--- src/rtl/cpu_pkg.sv ---
// Shared CPU datapath constants and the writeback entry layout used
// between the execute stage and register-file writeback.
package cpu_pkg;

  localparam int DATA_W  = 8;
  localparam int RADDR_W = 3;
  localparam int FLAG_W  = 4;

  localparam int FLAG_Z = 3;
  localparam int FLAG_N = 2;
  localparam int FLAG_C = 1;
  localparam int FLAG_V = 0;

  typedef struct packed {
    logic [DATA_W-1:0]  result;
    logic [FLAG_W-1:0]  flags;
    logic [RADDR_W-1:0] rd;
    logic               rd_we;
    logic               flags_we;
  } wb_entry_t;

  localparam int ENTRY_W = $bits(wb_entry_t);

endpackage

--- src/rtl/ex_wb_stage_if.sv ---
// Execute/writeback/bypass signal bundle. The stage uses the slave modport;
// the execute side and register file together form the master side.
interface ex_wb_stage_if;

  logic                         flush;
  logic                         in_valid;
  logic                         in_ready;
  logic [cpu_pkg::DATA_W-1:0]   in_result;
  logic [cpu_pkg::FLAG_W-1:0]   in_flags;
  logic [cpu_pkg::RADDR_W-1:0]  in_rd;
  logic                         in_rd_we;
  logic                         in_flags_we;
  logic                         wb_valid;
  logic                         wb_ready;
  logic [cpu_pkg::RADDR_W-1:0]  wb_rd;
  logic [cpu_pkg::DATA_W-1:0]   wb_data;
  logic                         wb_we;
  logic [cpu_pkg::FLAG_W-1:0]   flags;
  logic [cpu_pkg::RADDR_W-1:0]  fwd_rs;
  logic                         fwd_hit;
  logic [cpu_pkg::DATA_W-1:0]   fwd_data;

  modport slave (
    input  flush, in_valid, in_result, in_flags, in_rd, in_rd_we, in_flags_we,
           wb_ready, fwd_rs,
    output in_ready, wb_valid, wb_rd, wb_data, wb_we, flags, fwd_hit, fwd_data
  );

  modport master (
    output flush, in_valid, in_result, in_flags, in_rd, in_rd_we, in_flags_we,
           wb_ready, fwd_rs,
    input  in_ready, wb_valid, wb_rd, wb_data, wb_we, flags, fwd_hit, fwd_data
  );

endinterface

--- src/rtl/skid_buffer2.sv ---
// Generic 2-entry valid/ready buffer: slot 0 is the oldest (head), slot 1 the skid.
// in_ready is registered so there is no combinational path from out_ready.
module skid_buffer2 #(
  parameter int W = 8
) (
  input  logic              clk,
  input  logic              rst_n,
  input  logic              clr_i,
  input  logic              in_valid_i,
  output logic              in_ready_o,
  input  logic [W-1:0]      in_data_i,
  output logic              out_valid_o,
  input  logic              out_ready_i,
  output logic [W-1:0]      out_data_o,
  output logic [1:0]        ent_valid_o,
  output logic [1:0][W-1:0] ent_data_o
);

  logic         vld0_q, vld0_d;
  logic         vld1_q, vld1_d;
  logic         rdy_q, rdy_d;
  logic [W-1:0] dat0_q, dat0_d;
  logic [W-1:0] dat1_q, dat1_d;
  logic         push, pop;

  assign push = in_valid_i & rdy_q & ~clr_i;
  assign pop  = vld0_q & out_ready_i & ~clr_i;

  always_comb begin
    vld0_d = vld0_q;
    vld1_d = vld1_q;
    dat0_d = dat0_q;
    dat1_d = dat1_q;
    if (clr_i) begin
      vld0_d = 1'b0;
      vld1_d = 1'b0;
    end else if (push && pop) begin
      if (vld1_q) begin
        dat0_d = dat1_q;
        dat1_d = in_data_i;
      end else begin
        dat0_d = in_data_i;
      end
    end else if (pop) begin
      dat0_d = dat1_q;
      vld0_d = vld1_q;
      vld1_d = 1'b0;
    end else if (push) begin
      if (vld0_q) begin
        dat1_d = in_data_i;
        vld1_d = 1'b1;
      end else begin
        dat0_d = in_data_i;
        vld0_d = 1'b1;
      end
    end
    // Slots fill in order, so occupancy < 2 is simply "skid slot empty".
    rdy_d = ~vld1_d;
  end

  always_ff @(posedge clk or negedge rst_n) begin
    if (!rst_n) begin
      vld0_q <= 1'b0;
      vld1_q <= 1'b0;
      rdy_q  <= 1'b1;
      dat0_q <= '0;
      dat1_q <= '0;
    end else begin
      vld0_q <= vld0_d;
      vld1_q <= vld1_d;
      rdy_q  <= rdy_d;
      dat0_q <= dat0_d;
      dat1_q <= dat1_d;
    end
  end

  assign in_ready_o  = rdy_q;
  assign out_valid_o = vld0_q;
  assign out_data_o  = dat0_q;
  assign ent_valid_o = {vld1_q, vld0_q};
  assign ent_data_o  = {dat1_q, dat0_q};

endmodule

--- src/rtl/ex_wb_stage.sv ---
// Execute-to-writeback stage: buffers ALU results, drives register writeback,
// holds the architectural flags and supplies a one-port operand bypass.
module ex_wb_stage
  import cpu_pkg::*;
(
  input logic          clk,
  input logic          rst_n,
  ex_wb_stage_if.slave bus
);

  wb_entry_t                 in_ent;
  wb_entry_t                 head;
  wb_entry_t                 ent [2];
  logic                      head_vld;
  logic                      retire;
  logic [1:0]                ent_vld;
  logic [1:0][ENTRY_W-1:0]   ent_raw;
  logic [ENTRY_W-1:0]        head_raw;
  logic [FLAG_W-1:0]         flags_q, flags_d;
  logic                      fwd_hit_c;
  logic [DATA_W-1:0]         fwd_data_c;

  assign in_ent = '{result:   bus.in_result,
                    flags:    bus.in_flags,
                    rd:       bus.in_rd,
                    rd_we:    bus.in_rd_we,
                    flags_we: bus.in_flags_we};

  skid_buffer2 #(.W(ENTRY_W)) u_buf (
    .clk         (clk),
    .rst_n       (rst_n),
    .clr_i       (bus.flush),
    .in_valid_i  (bus.in_valid),
    .in_ready_o  (bus.in_ready),
    .in_data_i   (in_ent),
    .out_valid_o (head_vld),
    .out_ready_i (bus.wb_ready),
    .out_data_o  (head_raw),
    .ent_valid_o (ent_vld),
    .ent_data_o  (ent_raw)
  );

  assign head = wb_entry_t'(head_raw);

  // Flush suppresses the retire even when the register file is ready.
  assign retire = head_vld & bus.wb_ready & ~bus.flush;

  always_comb begin
    flags_d = flags_q;
    if (retire && head.flags_we) flags_d = head.flags;
  end

  always_ff @(posedge clk or negedge rst_n) begin
    if (!rst_n) flags_q <= '0;
    else        flags_q <= flags_d;
  end

  assign bus.flags    = flags_q;
  assign bus.wb_valid = head_vld;
  assign bus.wb_rd    = head_vld ? head.rd     : '0;
  assign bus.wb_data  = head_vld ? head.result : '0;
  assign bus.wb_we    = head_vld & head.rd_we;

  // Scan oldest to youngest so the youngest matching entry wins.
  always_comb begin
    fwd_hit_c  = 1'b0;
    fwd_data_c = '0;
    for (int i = 0; i < 2; i++) begin
      ent[i] = wb_entry_t'(ent_raw[i]);
      if (ent_vld[i] && ent[i].rd_we && (ent[i].rd == bus.fwd_rs)) begin
        fwd_hit_c  = 1'b1;
        fwd_data_c = ent[i].result;
      end
    end
  end

  assign bus.fwd_hit  = fwd_hit_c;
  assign bus.fwd_data = fwd_data_c;

endmodule
--- src/flat_wrapper.sv ---
// flat-port wrapper written by rule: the top's interface ports become plain ports
module ex_wb_stage_flat import cpu_pkg::*;
  (clk, rst_n, bus_flush, bus_in_valid, bus_in_result, bus_in_flags, bus_in_rd, bus_in_rd_we, bus_in_flags_we, bus_wb_ready, bus_fwd_rs, bus_in_ready, bus_wb_valid, bus_wb_rd, bus_wb_data, bus_wb_we, bus_flags, bus_fwd_hit, bus_fwd_data);
  ex_wb_stage_if bus_i ();
  input logic clk;
  input logic rst_n;
  input wire logic [$bits(bus_i.flush)-1:0] bus_flush;
  input wire logic [$bits(bus_i.in_valid)-1:0] bus_in_valid;
  input wire logic [$bits(bus_i.in_result)-1:0] bus_in_result;
  input wire logic [$bits(bus_i.in_flags)-1:0] bus_in_flags;
  input wire logic [$bits(bus_i.in_rd)-1:0] bus_in_rd;
  input wire logic [$bits(bus_i.in_rd_we)-1:0] bus_in_rd_we;
  input wire logic [$bits(bus_i.in_flags_we)-1:0] bus_in_flags_we;
  input wire logic [$bits(bus_i.wb_ready)-1:0] bus_wb_ready;
  input wire logic [$bits(bus_i.fwd_rs)-1:0] bus_fwd_rs;
  output wire logic [$bits(bus_i.in_ready)-1:0] bus_in_ready;
  output wire logic [$bits(bus_i.wb_valid)-1:0] bus_wb_valid;
  output wire logic [$bits(bus_i.wb_rd)-1:0] bus_wb_rd;
  output wire logic [$bits(bus_i.wb_data)-1:0] bus_wb_data;
  output wire logic [$bits(bus_i.wb_we)-1:0] bus_wb_we;
  output wire logic [$bits(bus_i.flags)-1:0] bus_flags;
  output wire logic [$bits(bus_i.fwd_hit)-1:0] bus_fwd_hit;
  output wire logic [$bits(bus_i.fwd_data)-1:0] bus_fwd_data;
  assign bus_i.flush = bus_flush;
  assign bus_i.in_valid = bus_in_valid;
  assign bus_i.in_result = bus_in_result;
  assign bus_i.in_flags = bus_in_flags;
  assign bus_i.in_rd = bus_in_rd;
  assign bus_i.in_rd_we = bus_in_rd_we;
  assign bus_i.in_flags_we = bus_in_flags_we;
  assign bus_i.wb_ready = bus_wb_ready;
  assign bus_i.fwd_rs = bus_fwd_rs;
  assign bus_in_ready = bus_i.in_ready;
  assign bus_wb_valid = bus_i.wb_valid;
  assign bus_wb_rd = bus_i.wb_rd;
  assign bus_wb_data = bus_i.wb_data;
  assign bus_wb_we = bus_i.wb_we;
  assign bus_flags = bus_i.flags;
  assign bus_fwd_hit = bus_i.fwd_hit;
  assign bus_fwd_data = bus_i.fwd_data;
  ex_wb_stage u_core (.clk(clk), .rst_n(rst_n), .bus(bus_i));
endmodule
--- config.mk ---
export PLATFORM = sky130hd
export DESIGN_NAME = ex_wb_stage_flat
export DESIGN_NICKNAME = d
export VERILOG_FILES = /design/src/rtl/cpu_pkg.sv /design/src/rtl/ex_wb_stage_if.sv /design/src/rtl/skid_buffer2.sv /design/src/rtl/ex_wb_stage.sv /design/src/flat_wrapper.sv
export SDC_FILE = /design/constraint.sdc
export NUM_CORES = 1
export LEC_CHECK = 0
export CAP_MARGIN = 20
export CORE_MARGIN = 2
export CORE_UTILIZATION = 47
export CTS_CLUSTER_SIZE = 12
export DETAILED_ROUTE_END_ITERATION = 6
export GPL_TIMING_DRIVEN = 0
export HOLD_SLACK_MARGIN = 0.1
export PLACE_DENSITY = 0.79
export SKIP_CTS_REPAIR_TIMING = 1
export SLEW_MARGIN = 20
export SYNTH_ARGS = -nofsm -noshare
export SYNTH_HDL_FRONTEND = slang
export SYNTH_SLANG_ARGS = --single-unit
export TNS_END_PERCENT = 50
--- constraint.sdc ---
create_clock -name clk -period 1.6 [get_ports clk]
set_input_delay 0.16 -clock clk [delete_from_list [all_inputs] [get_ports clk]]
set_output_delay 0.16 -clock clk [all_outputs]
set_load 0.01 [all_outputs]
==> reports/results.ini <==
[placement]
place_congestion = 0.894
pre_cts_ws_ns = -0.851
hpwl_um = 4940
io_buffers = 51
postPlaceCellArea_um2 = 3260

[grt]
grt_usage_pct = 23.5
grt_pass1_wl_um = 11500
antenna_found_initial = 0
grt_pass1_vias = 2321
grt_max_degree = 33
grt-ovfl-total = 0

[route]
wl_um = 7710
drt_iter0_markers = 225
drc_errors = 0
vias = 2457
antenna_left = 0
post_drt_wl_per_cell_um = 18.6
drt_pass1_iterations = 4
post_drt_via_cell_ratio = 5.93

[cts]
path_clk_slew_ns = 0.08
clockRootBuffer = clkbuf_8
htreeDepth = 2
cts_made_buffers = 5
cts.sinks = 41
cts_tree = yes
worstSkewPairLatency_ns = 0.30
clockBufferDepth = 2

[cells_and_area]
n_antenna_cell = 0
utilization_pct = 67.1
area_growth_pct = 39.0
drive_above_1_share_pct = 33.6
num-nets-final = 366
fill_cells = 429
final_cell_area_um2 = 3670

[critical_path]
reg2regPathDepth = 5
rr_startpoint = u_core.u_buf.in_ready_o
r2r_end = u_core.u_buf.dat1_q[7]
reg2reg_setup_slack_ns = -0.09
crit_fanout = 4
end_kind = output port
required_ns = 1.44
crit_type = flop to output port
cp.arrival_ns = 2.05
worst_setup_path_start_kind = flop

[run_status]
run_status = complete, but fails checks
violations = negative setup slack

[power]
peakVddDrop_uv = 816
cellLeakagePower_nw = 1.75
power_switching_mw = 1.16
p_per_area_nw_per_um2 = 963
seq_power_share_pct = 43.4
p_clk_share_pct = 21.8
switching_share_pct = 32.8
comb_power_share_pct = 34.8
total_power_mw = 3.54
p_int_mw = 2.38

[synth]
synth_area_um2 = 2640
synth_warnings = 0
synth_edf_count = 0
async_reset_ff_share_pct = 100
syn_inst = 272
ys_ff_latch = 41
synth_cell_type_count = 31
synth_fp_nets = 297
yosysSeqAreaShare_pct = 38.9
synth-main-ff-cell = dfrtp_1
synth_area_per_cell_um2 = 9.72

[sta]
whs_ns = 0.255
clock.fmax_ghz = 0.453
fin_crit_ns = 2.21
rsz0062_at_grt = yes
drv_slew = 0
hold_violations = 0
period_share_pct = 138
skew_ns = 0.00655
slew_headroom_pct = 55.7
setup_ws_ns = -0.607
finalSetupViolations = 25
worst_slew_pin_slew_ns = 0.660

[die]
fp.coreArea_um2 = 5470
pin_count = 52
start_util_pct = 48.3
die_h_um = 79.0
row_count = 27
die_w_um = 79.0
die-area_um2 = 6240

[worst_hold_path]
hold_class = primary input to asynchronous set/reset pin

[run]
drv_cap = 0

-- Yosys cell counts, drive strengths merged, types with 2 or more instances --
cell	n	area share, %
nand3	24	4.5
a211oi	17	4.8
and2	2	0.47
inv	18	2.6
clkbuf	14	2.0
nor2	11	1.6
a32oi	17	5.6
nand2b	17	4.0
xnor2	3	0.99
dfrtp	40	38
buf	9	2.3
o21ai	10	1.9
and4b	8	3.0
xor2	3	0.99
nand3b	2	0.57
nand2	23	3.3
mux2	41	19
a21o	2	0.57
nor2b	3	0.71
-- stage by stage --
stage / TNS [ns] / instances
after global routing: -7.56 / 414
after global placement: -49.57 / 395
after CTS: -21.62 / 404
final: -6.50 / 414
after floorplan: -1.55 / 272
after detailed placement: -22.61 / 396
-- power by group through the flow --
stage,logic [mW],clock network [mW],registers [mW]
2_1_floorplan,0.635,0,1.49
3_3_place_gp,1.05,0,1.51
3_5_place_dp,1.07,0,1.53
4_1_cts,1.09,0.763,1.51
5_1_grt,1.33,0.796,1.57
6_report,1.23,0.772,1.53
-- registers in the layout, summed over array words and instances, names as in the netlist --
| name | flops |
|---|---|
| u_core.u_buf.out_data_o | 17 |
| u_core.u_buf.vld1_q | 1 |
| u_core.u_buf.in_ready_o | 1 |
| u_core.bus.flags | 4 |
| u_core.u_buf.dat1_q | 17 |
| u_core.u_buf.out_valid_o | 1 |
-- area by class of cell --
type                    instances  area, µm²  area share [%]
multi-input cells             190       1570            42.8
well taps                      72       90.1            2.45
clock inverters                 1       5.00           0.136
plain buffers                  19        161            4.40
clock buffers                   7       96.3            2.62
repair buffers                 66        649            17.7
flip-flops and latches         41       1030            28.0
inverters                      18       70.1            1.91
-- metal layers --
metal | track usage, % | routed length (µm)
met2 | 39.0 | 3790
met3 | 3.41 | 452
met5 | 0 | 0
met1 | 30.9 | 3290
met4 | 9.66 | 168
-- cells in the final DEF, fill, tap and decap left out, types with 2 or more instances in the layout --
master | netlist | final
a211oi_1 | 17 | 10
a211oi_2 | 0 | 7
a32oi_1 | 17 | 16
and4b_1 | 8 | 8
buf_12 | 0 | 2
buf_2 | 6 | 3
buf_4 | 1 | 18
buf_6 | 2 | 10
buf_8 | 0 | 2
clkbuf_1 | 14 | 2
clkbuf_2 | 0 | 8
clkbuf_4 | 0 | 2
clkbuf_8 | 0 | 7
clkdlybuf4s50_1 | 0 | 28
dfrtp_1 | 40 | 39
dlymetal6s2s_1 | 0 | 8
inv_1 | 17 | 17
mux2_2 | 33 | 19
mux2_4 | 8 | 22
nand2_1 | 23 | 21
nand2b_1 | 17 | 17
nand3_1 | 24 | 24
nand3b_1 | 2 | 2
nor2_1 | 11 | 11
nor2b_1 | 3 | 2
o21ai_0 | 10 | 10
xnor2_2 | 0 | 2
xor2_1 | 3 | 3
-- critical path: stages (launching register included) --
cell and delay [ns]:
dfrtp_1 0.42, xor2_1 0.15, or4_4 0.58, clkbuf_16 0.18, mux2_4 0.28, clkbuf_2 0.13
-- kinds of logic (layout without fill, tap and decap cells) --
logic type      count (synthesis)  count (layout)  synth area share, %
flops                          41              41                 38.9
xor+xnor                        6               6                 1.99
simple gates                   95              95                 20.3
buf+inv                        41             111                 6.82
mux                            41              41                 18.6
compound gates                 48              48                 13.4
-- how the worst max path moves through the flow --
stage                     slack [ns]  cells after the start                 endpoint               startpoint
after floorplan                -0.10                      4  u_core.u_buf.dat1_q[10]  u_core.u_buf.in_ready_o
after global placement         -0.86                      6          bus_fwd_data[7]            bus_fwd_rs[2]
after detailed placement       -0.85                      6          bus_fwd_data[1]            bus_fwd_rs[2]
after CTS                      -0.93                      5          bus_fwd_data[1]   u_core.u_buf.dat1_q[2]
after global routing           -0.62                      5          bus_fwd_data[4]   u_core.u_buf.dat1_q[4]
final                          -0.61                      5          bus_fwd_data[5]   u_core.u_buf.dat1_q[4]
(Power assumes the default switching activity.)
